==> config.mk <==
export PLATFORM = sky130hd
export DESIGN_NAME = ccu_snoop_dispatch
export DESIGN_NICKNAME = d
export VERILOG_FILES = /design/src/rtl/ccu_pkg.sv /design/src/rtl/ccu_wr_line_tracker.sv /design/src/rtl/ccu_snoop_dispatch.sv
export SDC_FILE = /design/constraint.sdc
export NUM_CORES = 2
export LEC_CHECK = 0
export BUFFER_PORTS_ARGS = -buffer_cell sky130_fd_sc_hd__buf_2
export CAP_MARGIN = 40
export CORE_AREA = 2 2 471 473
export CTS_CLUSTER_SIZE = 10
export DETAILED_ROUTE_END_ITERATION = 8
export DIE_AREA = 0 0 473 475
export GPL_ROUTABILITY_DRIVEN = 0
export HOLD_SLACK_MARGIN = 0.08
export PLACE_DENSITY = 0.43
export SLEW_MARGIN = 10
export SYNTH_ARGS = -nofsm -noshare
export SYNTH_HDL_FRONTEND = slang
export SYNTH_SLANG_ARGS = --single-unit
==> constraint.sdc <==
create_clock -name clk_i -period 3 [get_ports clk_i]
set_input_delay 0 -clock clk_i [delete_from_list [all_inputs] [get_ports clk_i]]
set_output_delay 0 -clock clk_i [all_outputs]
set_load 0.005 [all_outputs]
==> src/rtl/ccu_pkg.sv <==
// Shared types for the CCU snoop dispatch: ACE snoop channels, monitored core AW/B, snoop FSM states.
// Declarations only; carries no timing or flow-control behaviour of its own.
package ccu_pkg;

    localparam int unsigned AddrW = 64;
    localparam int unsigned DataW = 32;

    typedef enum logic [1:0] {
        IDLE,
        WAIT_CR,
        WAIT_CD
    } snoop_state_e;

    typedef struct packed {
        logic was_unique;
        logic is_shared;
        logic pass_dirty;
        logic error;
        logic data_transfer;
    } cr_resp_t;

    typedef struct packed {
        logic [AddrW-1:0] addr;
        logic [3:0]       snoop;
        logic [2:0]       prot;
    } ac_t;

    typedef struct packed {
        logic [DataW-1:0] data;
        logic             last;
    } cd_t;

    typedef struct packed {
        logic ac_valid;
        ac_t  ac;
        logic cr_ready;
        logic cd_ready;
    } snoop_req_t;

    typedef struct packed {
        logic     ac_ready;
        logic     cr_valid;
        cr_resp_t cr_resp;
        logic     cd_valid;
        cd_t      cd;
    } snoop_resp_t;

    typedef struct packed {
        logic             aw_valid;
        logic [AddrW-1:0] aw_addr;
        logic             b_ready;
    } req_t;

    typedef struct packed {
        logic aw_ready;
        logic b_valid;
    } resp_t;

    function automatic logic [AddrW-1:0] line_addr(input logic [AddrW-1:0] addr,
                                                   input int unsigned      off_bits);
        return addr >> off_bits;
    endfunction

endpackage

==> src/rtl/ccu_wr_line_tracker.sv <==
// Circular buffer of cache lines a core still has writes open on (AW..B), with combinational lookup.
// Lookup is zero latency; push/pop land next cycle. Push into a full buffer without a same-cycle pop is dropped.
module ccu_wr_line_tracker #(
    parameter int unsigned LineWidth = 64,
    parameter int unsigned Depth     = 4
) (
    input  logic                 clk_i,
    input  logic                 rst_ni,
    input  logic                 push_i,
    input  logic [LineWidth-1:0] push_line_i,
    input  logic                 pop_i,
    input  logic [LineWidth-1:0] lookup_line_i,
    output logic                 hit_o,
    output logic                 full_o,
    output logic                 empty_o
);
    localparam int unsigned PtrW = (Depth > 1) ? $clog2(Depth) : 1;
    localparam int unsigned CntW = $clog2(Depth + 1);

    logic [LineWidth-1:0] line_q [Depth];
    logic [LineWidth-1:0] line_d [Depth];
    logic [Depth-1:0]     vld_q, vld_d;
    logic [PtrW-1:0]      head_q, head_d, tail_q, tail_d;
    logic [CntW-1:0]      cnt_q, cnt_d;
    logic                 do_push, do_pop;

    function automatic logic [PtrW-1:0] ptr_inc(input logic [PtrW-1:0] ptr);
        return (ptr == PtrW'(Depth - 1)) ? '0 : ptr + 1'b1;
    endfunction

    assign full_o  = (cnt_q == CntW'(Depth));
    assign empty_o = (cnt_q == '0);
    assign do_pop  = pop_i & ~empty_o;
    // A pop frees the head slot this cycle, so a full buffer can still take a push.
    assign do_push = push_i & (~full_o | do_pop);

    always_comb begin
        line_d = line_q;
        vld_d  = vld_q;
        head_d = head_q;
        tail_d = tail_q;
        cnt_d  = cnt_q;
        if (do_pop) begin
            vld_d[head_q] = 1'b0;
            head_d        = ptr_inc(head_q);
        end
        if (do_push) begin
            vld_d[tail_q]  = 1'b1;
            line_d[tail_q] = push_line_i;
            tail_d         = ptr_inc(tail_q);
        end
        case ({do_push, do_pop})
            2'b10:   cnt_d = cnt_q + 1'b1;
            2'b01:   cnt_d = cnt_q - 1'b1;
            default: cnt_d = cnt_q;
        endcase
    end

    // Uses the registered valid bits, so an entry popped this cycle still reports a hit.
    always_comb begin
        hit_o = 1'b0;
        for (int i = 0; i < Depth; i++) begin
            if (vld_q[i] && (line_q[i] == lookup_line_i)) hit_o = 1'b1;
        end
    end

    always_ff @(posedge clk_i) begin
        if (!rst_ni) begin
            vld_q  <= '0;
            head_q <= '0;
            tail_q <= '0;
            cnt_q  <= '0;
        end else begin
            line_q <= line_d;
            vld_q  <= vld_d;
            head_q <= head_d;
            tail_q <= tail_d;
            cnt_q  <= cnt_d;
            assert (!(push_i && full_o && !pop_i));
            assert (!(pop_i && empty_o));
        end
    end

endmodule

==> src/rtl/ccu_snoop_dispatch.sv <==
// Per-port snoop dispatch: forwards AC/CR/CD, keeps one snoop open per port, holds AC off lines with writes in flight.
// Zero latency pass-through; only ac_valid/ac_ready are gated, both forced low while blocked, busy or in reset.
module ccu_snoop_dispatch import ccu_pkg::*; #(
    parameter int unsigned NoPorts      = 4,
    parameter int unsigned AxiAddrWidth = 64,
    parameter int unsigned LineBytes    = 16,
    parameter int unsigned MaxOutWr     = 4,
    parameter type         req_t        = ccu_pkg::req_t,
    parameter type         resp_t       = ccu_pkg::resp_t,
    parameter type         snoop_req_t  = ccu_pkg::snoop_req_t,
    parameter type         snoop_resp_t = ccu_pkg::snoop_resp_t
) (
    input  logic                      clk_i,
    input  logic                      rst_ni,
    input  snoop_req_t  [NoPorts-1:0] ccu_snoop_req_i,
    output snoop_resp_t [NoPorts-1:0] ccu_snoop_resp_o,
    output snoop_req_t  [NoPorts-1:0] core_snoop_req_o,
    input  snoop_resp_t [NoPorts-1:0] core_snoop_resp_i,
    input  req_t        [NoPorts-1:0] core_req_i,
    input  resp_t       [NoPorts-1:0] core_resp_i
);
    localparam int unsigned LineOff = $clog2(LineBytes);

    for (genvar p = 0; p < NoPorts; p++) begin : g_port
        snoop_state_e            state_q, state_d;
        logic [AxiAddrWidth-1:0] ac_line, aw_line;
        logic                    aw_hs, b_hs, ac_hs, cr_hs, cd_hs;
        logic                    hit, blk, ac_open;
        logic                    full, empty, trk_unused;
        snoop_req_t              core_req_s;
        snoop_resp_t             ccu_resp_s;

        assign ac_line = line_addr(ccu_snoop_req_i[p].ac.addr, LineOff);
        assign aw_line = line_addr(core_req_i[p].aw_addr, LineOff);

        assign aw_hs = core_req_i[p].aw_valid & core_resp_i[p].aw_ready;
        assign b_hs  = core_resp_i[p].b_valid & core_req_i[p].b_ready;
        assign cr_hs = core_snoop_resp_i[p].cr_valid & ccu_snoop_req_i[p].cr_ready;
        assign cd_hs = core_snoop_resp_i[p].cd_valid & ccu_snoop_req_i[p].cd_ready;

        // A write being accepted this very cycle wins over a snoop to the same line.
        assign blk     = hit | (aw_hs & (aw_line == ac_line));
        assign ac_open = rst_ni & (state_q == IDLE) & ~blk;
        assign ac_hs   = ccu_snoop_req_i[p].ac_valid & core_snoop_resp_i[p].ac_ready & ac_open;

        ccu_wr_line_tracker #(
            .LineWidth (AxiAddrWidth),
            .Depth     (MaxOutWr)
        ) i_tracker (
            .clk_i         (clk_i),
            .rst_ni        (rst_ni),
            .push_i        (aw_hs),
            .push_line_i   (aw_line),
            .pop_i         (b_hs),
            .lookup_line_i (ac_line),
            .hit_o         (hit),
            .full_o        (full),
            .empty_o       (empty)
        );
        assign trk_unused = full ^ empty;

        always_comb begin
            core_req_s          = ccu_snoop_req_i[p];
            core_req_s.ac_valid = ccu_snoop_req_i[p].ac_valid & ac_open;
            ccu_resp_s          = core_snoop_resp_i[p];
            ccu_resp_s.ac_ready = core_snoop_resp_i[p].ac_ready & ac_open;
        end
        assign core_snoop_req_o[p] = core_req_s;
        assign ccu_snoop_resp_o[p] = ccu_resp_s;

        always_comb begin
            state_d = state_q;
            unique case (state_q)
                IDLE:    if (ac_hs) state_d = WAIT_CR;
                WAIT_CR: if (cr_hs) state_d = core_snoop_resp_i[p].cr_resp.data_transfer ? WAIT_CD : IDLE;
                WAIT_CD: if (cd_hs && core_snoop_resp_i[p].cd.last) state_d = IDLE;
                default: state_d = IDLE;
            endcase
        end

        always_ff @(posedge clk_i) begin
            if (!rst_ni) begin
                state_q <= IDLE;
            end else begin
                state_q <= state_d;
                if (state_q == IDLE) begin
                    assert (!core_snoop_resp_i[p].cr_valid && !core_snoop_resp_i[p].cd_valid);
                end
            end
        end
    end

endmodule

Yosys cells after proc, flatten, opt, wreduce, memory -nomap -nowiden
Cells that the tools add are included.
{"block": "totals", "register_bits": 1076, "input_bits": 734, "output_inout_bits": 460, "wordCells": 360}
{"block": "classes", "add_sub_neg": 16, "order_cmp": 24, "eq_ne": 60, "mux": 84, "bitwise_logic": 88, "n_reduce_logical": 52}
{"operator": "256-bit bitwise mux", "count": 4}
{"operator": "64-bit by 60-bit == test with 1-bit output", "count": 16}
{"operator": "64-bit demux with 2-bit select", "count": 4}
{"operator": "64-bit 2-to-1 mux", "count": 4}
{"operator": "60-bit == test", "count": 4}
{"operator": "1-bit AND", "count": 52}
{"operator": "2-bit 2-to-1 mux", "count": 24}
{"operator": "2-bit == test, second input constant", "count": 16}
{"operator": "1-bit logical AND", "count": 32}
{"operator": "4-bit 2-to-1 mux", "count": 8}
{"operator": "2-bit by 3-bit < comparator with 1-bit output, second input constant", "count": 8}
{"operator": "1-bit 2-to-1 mux", "count": 24}
{"operator": "2-bit inequality test, second input constant", "count": 12}
{"operator": "2-bit case mux with 3 select lines", "count": 4}
{"operator": "3-bit case mux with 2 select lines", "count": 4}
{"operator": "2-bit by 1-bit adder with 2-bit output, second input constant", "count": 8}
{"operator": "4-bit AND", "count": 4}
{"operator": "1-bit demux with 2-bit select", "count": 8}
{"operator": "2-bit by 1-bit == test with 1-bit output, second input constant", "count": 8}
{"operator": "2-bit by 1-bit >= comparator with 1-bit output, second input constant", "count": 8}
{"operator": "4-bit NOT", "count": 4}
{"operator": "4-bit OR", "count": 4}
{"operator": "3-bit by 1-bit adder with 3-bit output, second input constant", "count": 4}
{"operator": "3-bit == test, second input constant", "count": 4}
{"operator": "other kinds (11)", "count": 56}

Longest topological paths before layout
{"block": "logic_depth", "ltp_word": 12, "ltp_mapped": 9, "mapped_depth_nobuf": 9}

Hierarchy
From an unflattened synthesis, not the netlist that was laid out.
{"block": "hier_totals", "hier_cells": 3788, "hier_area_um2": 52059.9}
{"mod": "ccu_wr_line_tracker at g_port[1].i_tracker ...", "instances": 3, "cells_per_inst": 714, "area_each_um2": 11290.8, "seq_area_each_um2": 7907.6}
{"mod": "ccu_wr_line_tracker at g_port[0].i_tracker", "instances": 1, "cells_per_inst": 715, "area_each_um2": 11303.3, "seq_area_each_um2": 7907.6}
{"mod": "ccu_snoop_dispatch", "instances": 1, "cells_per_inst": 931, "area_each_um2": 6884.1, "seq_area_each_um2": 160.2}

Least setup slack after synthesis
No wires, ideal clock.
{"block": "synth_timing", "path_kind": "reg-to-reg", "from": "reg g_port[2].i_tracker.cnt_q[0]", "to": "reg g_port[2].i_tracker.line_q[0] in the netlist's numbering, enable pin", "setup_time_ns": 0.425, "arrival_time_ns": 2.400, "required_time_ns": 2.575, "path_slack_ns": 0.175, "stages_incl_launch_ff": 4, "n_path_buf": 0, "synth_period_minus_slack_ns": 2.825, "path_cell_list": "dfxtp_1 -> a211oi_1 -> a21oi_1 -> and3_1"}
{"block": "synth_between", "elab_chain_cells": 6, "elab_cells_between_ends": 8, "cone_classes": "1 x eq/ne; 5 x bitwise; 2 x reduce/logical"}
{"item": "start: declaration", "line_no": "ccu_wr_line_tracker.sv:24", "rtl": "logic [CntW-1:0] cnt_q, cnt_d;"}
{"item": "start signal: assignment", "line_no": "ccu_wr_line_tracker.sv:78", "rtl": "cnt_q <= cnt_d;"}
{"item": "3-bit zero test", "line_no": "ccu_wr_line_tracker.sv:32", "rtl": "assign empty_o = (cnt_q == '0);"}
{"item": "1-bit NOT", "line_no": "ccu_wr_line_tracker.sv:33", "rtl": "assign do_pop = pop_i & ~empty_o;"}
{"item": "1-bit AND", "line_no": "ccu_wr_line_tracker.sv:33"}
{"item": "1-bit OR (*)", "line_no": "ccu_wr_line_tracker.sv:35", "rtl": "assign do_push = push_i & (~full_o | do_pop);"}
{"item": "1-bit AND (*)", "line_no": "ccu_wr_line_tracker.sv:35"}
{"item": "2-bit AND reduction (no source line) (*)"}
{"item": "end signal: assignment", "line_no": "ccu_wr_line_tracker.sv:74", "rtl": "line_q <= line_d;"}
{"item": "end: declaration", "line_no": "ccu_wr_line_tracker.sv:20", "rtl": "logic [LineWidth-1:0] line_q [Depth];"}
Every way passes the cells marked *; elsewhere a longest branch is shown, timed or not.
A chain may end at the register's enable or synchronous reset.

==> results.cfg <==
[status]
status = finished with violations
violations = setup timing

[global_routing]
grt_pass1_wl_um = 319400
grt_pass1_vias = 35140
antenna_found_initial = 98
grt_max_degree = 62
gr-total-overflow = 0
grt_util_all_layers_pct = 21.02

[critical_path]
worstPathMaxFanout = 3
crit_type = flop to output pin
required_ns = 3.00
crit_arrival_ns = 3.14
cp-start-kind = flop
end_kind = output pin

[synth]
yosysUniqueCellTypes = 59
syn_area_per_cell_um2 = 13.11
ys_seq_elements = 1012
ys.warnings.count = 0
synth_nets = 4564
ys_seq_area_share_pct = 60.08
synth_edf_count = 960
syn_inst = 3792
netlist_area_mm2 = 0.04971
synthArstFlopShare_pct = 0
ys.flop_type = edfxtp_1

[detailed_routing]
wl_um = 245100
drc_errors = 0
drtAntennaViolNets = 0
viasPerCell = 4.552
drt_iter0_markers = 3498
wire_per_inst_um = 31.10
vias = 35880
first_pass_iters = 7

[timing]
maxSlewHeadroom_pct = 47.40
rsz0062_at_grt = yes
clock_skew_ns = 0.03921
fmax_mhz = 318.1
setup_slack_ns = -0.1432
finalSetupTns_ns = -0.3393
slew_violations = 0
period_share_pct = 104.8
hold_violations = 0
period_needed_ns = 3.143
setup_viol = 4
tightestPinTransition_ns = 0.7817

[floorplan]
fp.coreArea_mm2 = 0.2191
initial_core_util_pct = 22.69
io_pins = 1194
die_x_um = 473
chipHeight_um = 475
die-area_mm2 = 0.2247
rows = 172

[finish]
area_growth_pct = 32.84
postLayoutCellArea_mm2 = 0.06604
fin_nets = 5650
n_fill_cell = 22380
final_util_pct = 30.14
drive_above_1_share_pct = 23.72

[place]
place_area_mm2 = 0.05417
preCtsSetupSlack_ns = 0.1639
port_buffers = 801
hpwl_um = 184300

[job]
drv_cap = 0

[power]
p_int_mw = 25.99
p_leak_nw = 23.30
p_switching_mw = 9.447
p_per_area_mw_per_mm2 = 536.7
power_frac_seq_pct = 44.6
pwr-share-comb_pct = 12.9
switching_share_pct = 26.66
p_clk_share_pct = 42.5
peakVddDrop_uv = 576.6

[clock_network]
cts_buffer_depth = 3
ctsRootBufferMaster = clkbuf_16
cts.htree.levels = 4
cts_tree = done
numCtsBuffers = 131
clkLatencyLatePin_ns = 0.81
cts_setup_buffers = 0
clk_pin_slew_ns = 0.06
clock_sinks = 1012

[min_path]
hold_class = input port to flop
## flip-flops by register name (all words and copies together), names as in the netlist
signal / flops
g_port.i_tracker.tail_q: 8
g_port.i_tracker.vld_q: 16
g_port.i_tracker.cnt_q: 12
g_port.i_tracker.head_q: 8
g_port.i_tracker.line_q: 960
g_port.state_q: 8
## worst max-delay path, stage by stage, from the launching register on
cell and delay, ns:
edfxtp_1 0.40, xor2_2 0.18, nor4_4 0.32, nand4_1 0.24, or4_4 0.48, o32ai_4 0.25, nor4_4 0.15, and2_4 0.20
buf_6 0.11
## metal layers
layer | vias to the layer above | global-route usage, % | wire length [µm]
met5 | - | 0 | 160
met1 | 18150 | 25.38 | 96130
met3 | 531 | 4.322 | 17140
li1 | 15300 | - | -
met4 | 24 | 9.828 | 12190
met2 | 1877 | 35.74 | 119500
## stage by stage
| step | instances | hold slack [ns] | total power, mW |
|---|---|---|---|
| after global placement | 6902 | 0.00003806 | 19.59 |
| after global routing | 7875 | 0.08330 | 36.46 |
| after floorplan | 3792 | 0.08082 | 18.02 |
| final | 7882 | 0.1313 | 35.44 |
| after CTS | 7842 | 0.08018 | 35.74 |
| after detailed placement | 6902 | 0.00003806 | 19.59 |
## cell usage after synthesis (9+ instances only)
library cell	count	area share [%]
dfxtp_1	52	2.1
nor2b_1	38	0.48
and3_1	19	0.24
o2bb2ai_1	28	0.49
buf_2	9	0.091
a31o_2	17	0.30
a222oi_1	10	0.20
edfxtp_1	960	58
nor4_1	152	1.9
clkbuf_1	192	1.4
a2111oi_0	11	0.19
xnor2_1	618	11
o221ai_1	9	0.16
nand4_1	187	2.4
nand2b_1	70	0.88
ha_1	34	0.86
nor2_1	37	0.28
a21oi_1	32	0.32
xor2_1	341	6.0
a22o_1	36	0.63
o2111ai_1	23	0.41
nand2_1	44	0.33
nor3_1	13	0.13
inv_1	205	1.5
o22ai_1	62	0.78
o21ai_0	26	0.26
buf_4	452	6.8
and2_1	16	0.20
nand3_1	15	0.15
## layout make-up
cell class	count	area, µm²	share of cell area [%]
Antenna cell	41	102.6	0.1554
Clock buffer	190	3592	5.440
Clock inverter	35	366.6	0.5551
Timing Repair Buffer	1612	12210	18.49
Inverter	205	769.5	1.165
Sequential cell	1012	29870	45.23
Tap cell	2871	3592	5.440
Multi-Input combinational cell	1916	15540	23.53
## repair_timing
item / CTS / global route
resized for setup: 56 / 49
endpoints found under the setup margin: 8 / 9
hold buffers: 719 / 0
hold endpoints to repair: 1202 / 0
pin swaps: 37 / 34
## kinds of logic after synthesis
logic type,Yosys count,synth area share [%]
DFF,1012,60.08
xor gates and xnor gates,959,16.90
buffers and inverters,864,10.02
and+or+nand+nor,608,7.231
AOI/OAI and AO/OA,311,4.752
adders and majority gates,38,1.017
## cell usage in the layout, fill, tap and decap left out, types with 10 or more instances in the layout
master and instances:
nand4_1 187, buf_12 23, nand2_1 43, o21ai_0 26, nor4_1 124, o22ai_1 61
o2bb2ai_1 28, nor4_2 21, nand3_1 15, ha_1 34, and3_2 14, buf_2 796
clkbuf_1 52, clkbuf_16 133, a21oi_1 32, diode_2 41, a31o_2 17, buf_4 70
nand2b_1 70, a222oi_1 10, o2111ai_1 23, edfxtp_1 960, nor2b_1 38, and2_1 14
inv_1 205, nor2_1 35, xnor2_2 30, a22o_1 36, dlygate4sd3_1 718, xnor2_1 587
xor2_1 337, dfxtp_1 52
## power by group through the flow
| stage | clock (mW) | combinational, mW | sequential, mW |
|---|---|---|---|
| after global placement | 0 | 3.52 | 16.1 |
| after CTS | 15.4 | 4.55 | 15.8 |
| after detailed placement | 0 | 3.52 | 16.1 |
| final | 15.1 | 4.59 | 15.8 |
| after floorplan | 0 | 1.95 | 16.1 |
| after global routing | 15.9 | 4.78 | 15.8 |
## final timing paths
| check | start | endpoint | slack (ns) | cells after the start |
|---|---|---|---|---|
| worst min-delay path | core_req_i[117] | g_port[1].i_tracker.line_q[174] | 0.13 | 2 |
| worst max-delay path | g_port[0].i_tracker.line_q[46] | core_snoop_req_o[73] | -0.14 | 8 |
| worst max register to register | g_port[3].i_tracker.line_q[104] | g_port[3].state_q[0] | 0.11 | 8 |
| worst min register to register | g_port[1].i_tracker.vld_q[3] | g_port[1].i_tracker.vld_q[3] | 0.50 | 1 |
Power figures use the tool's default switching activity.
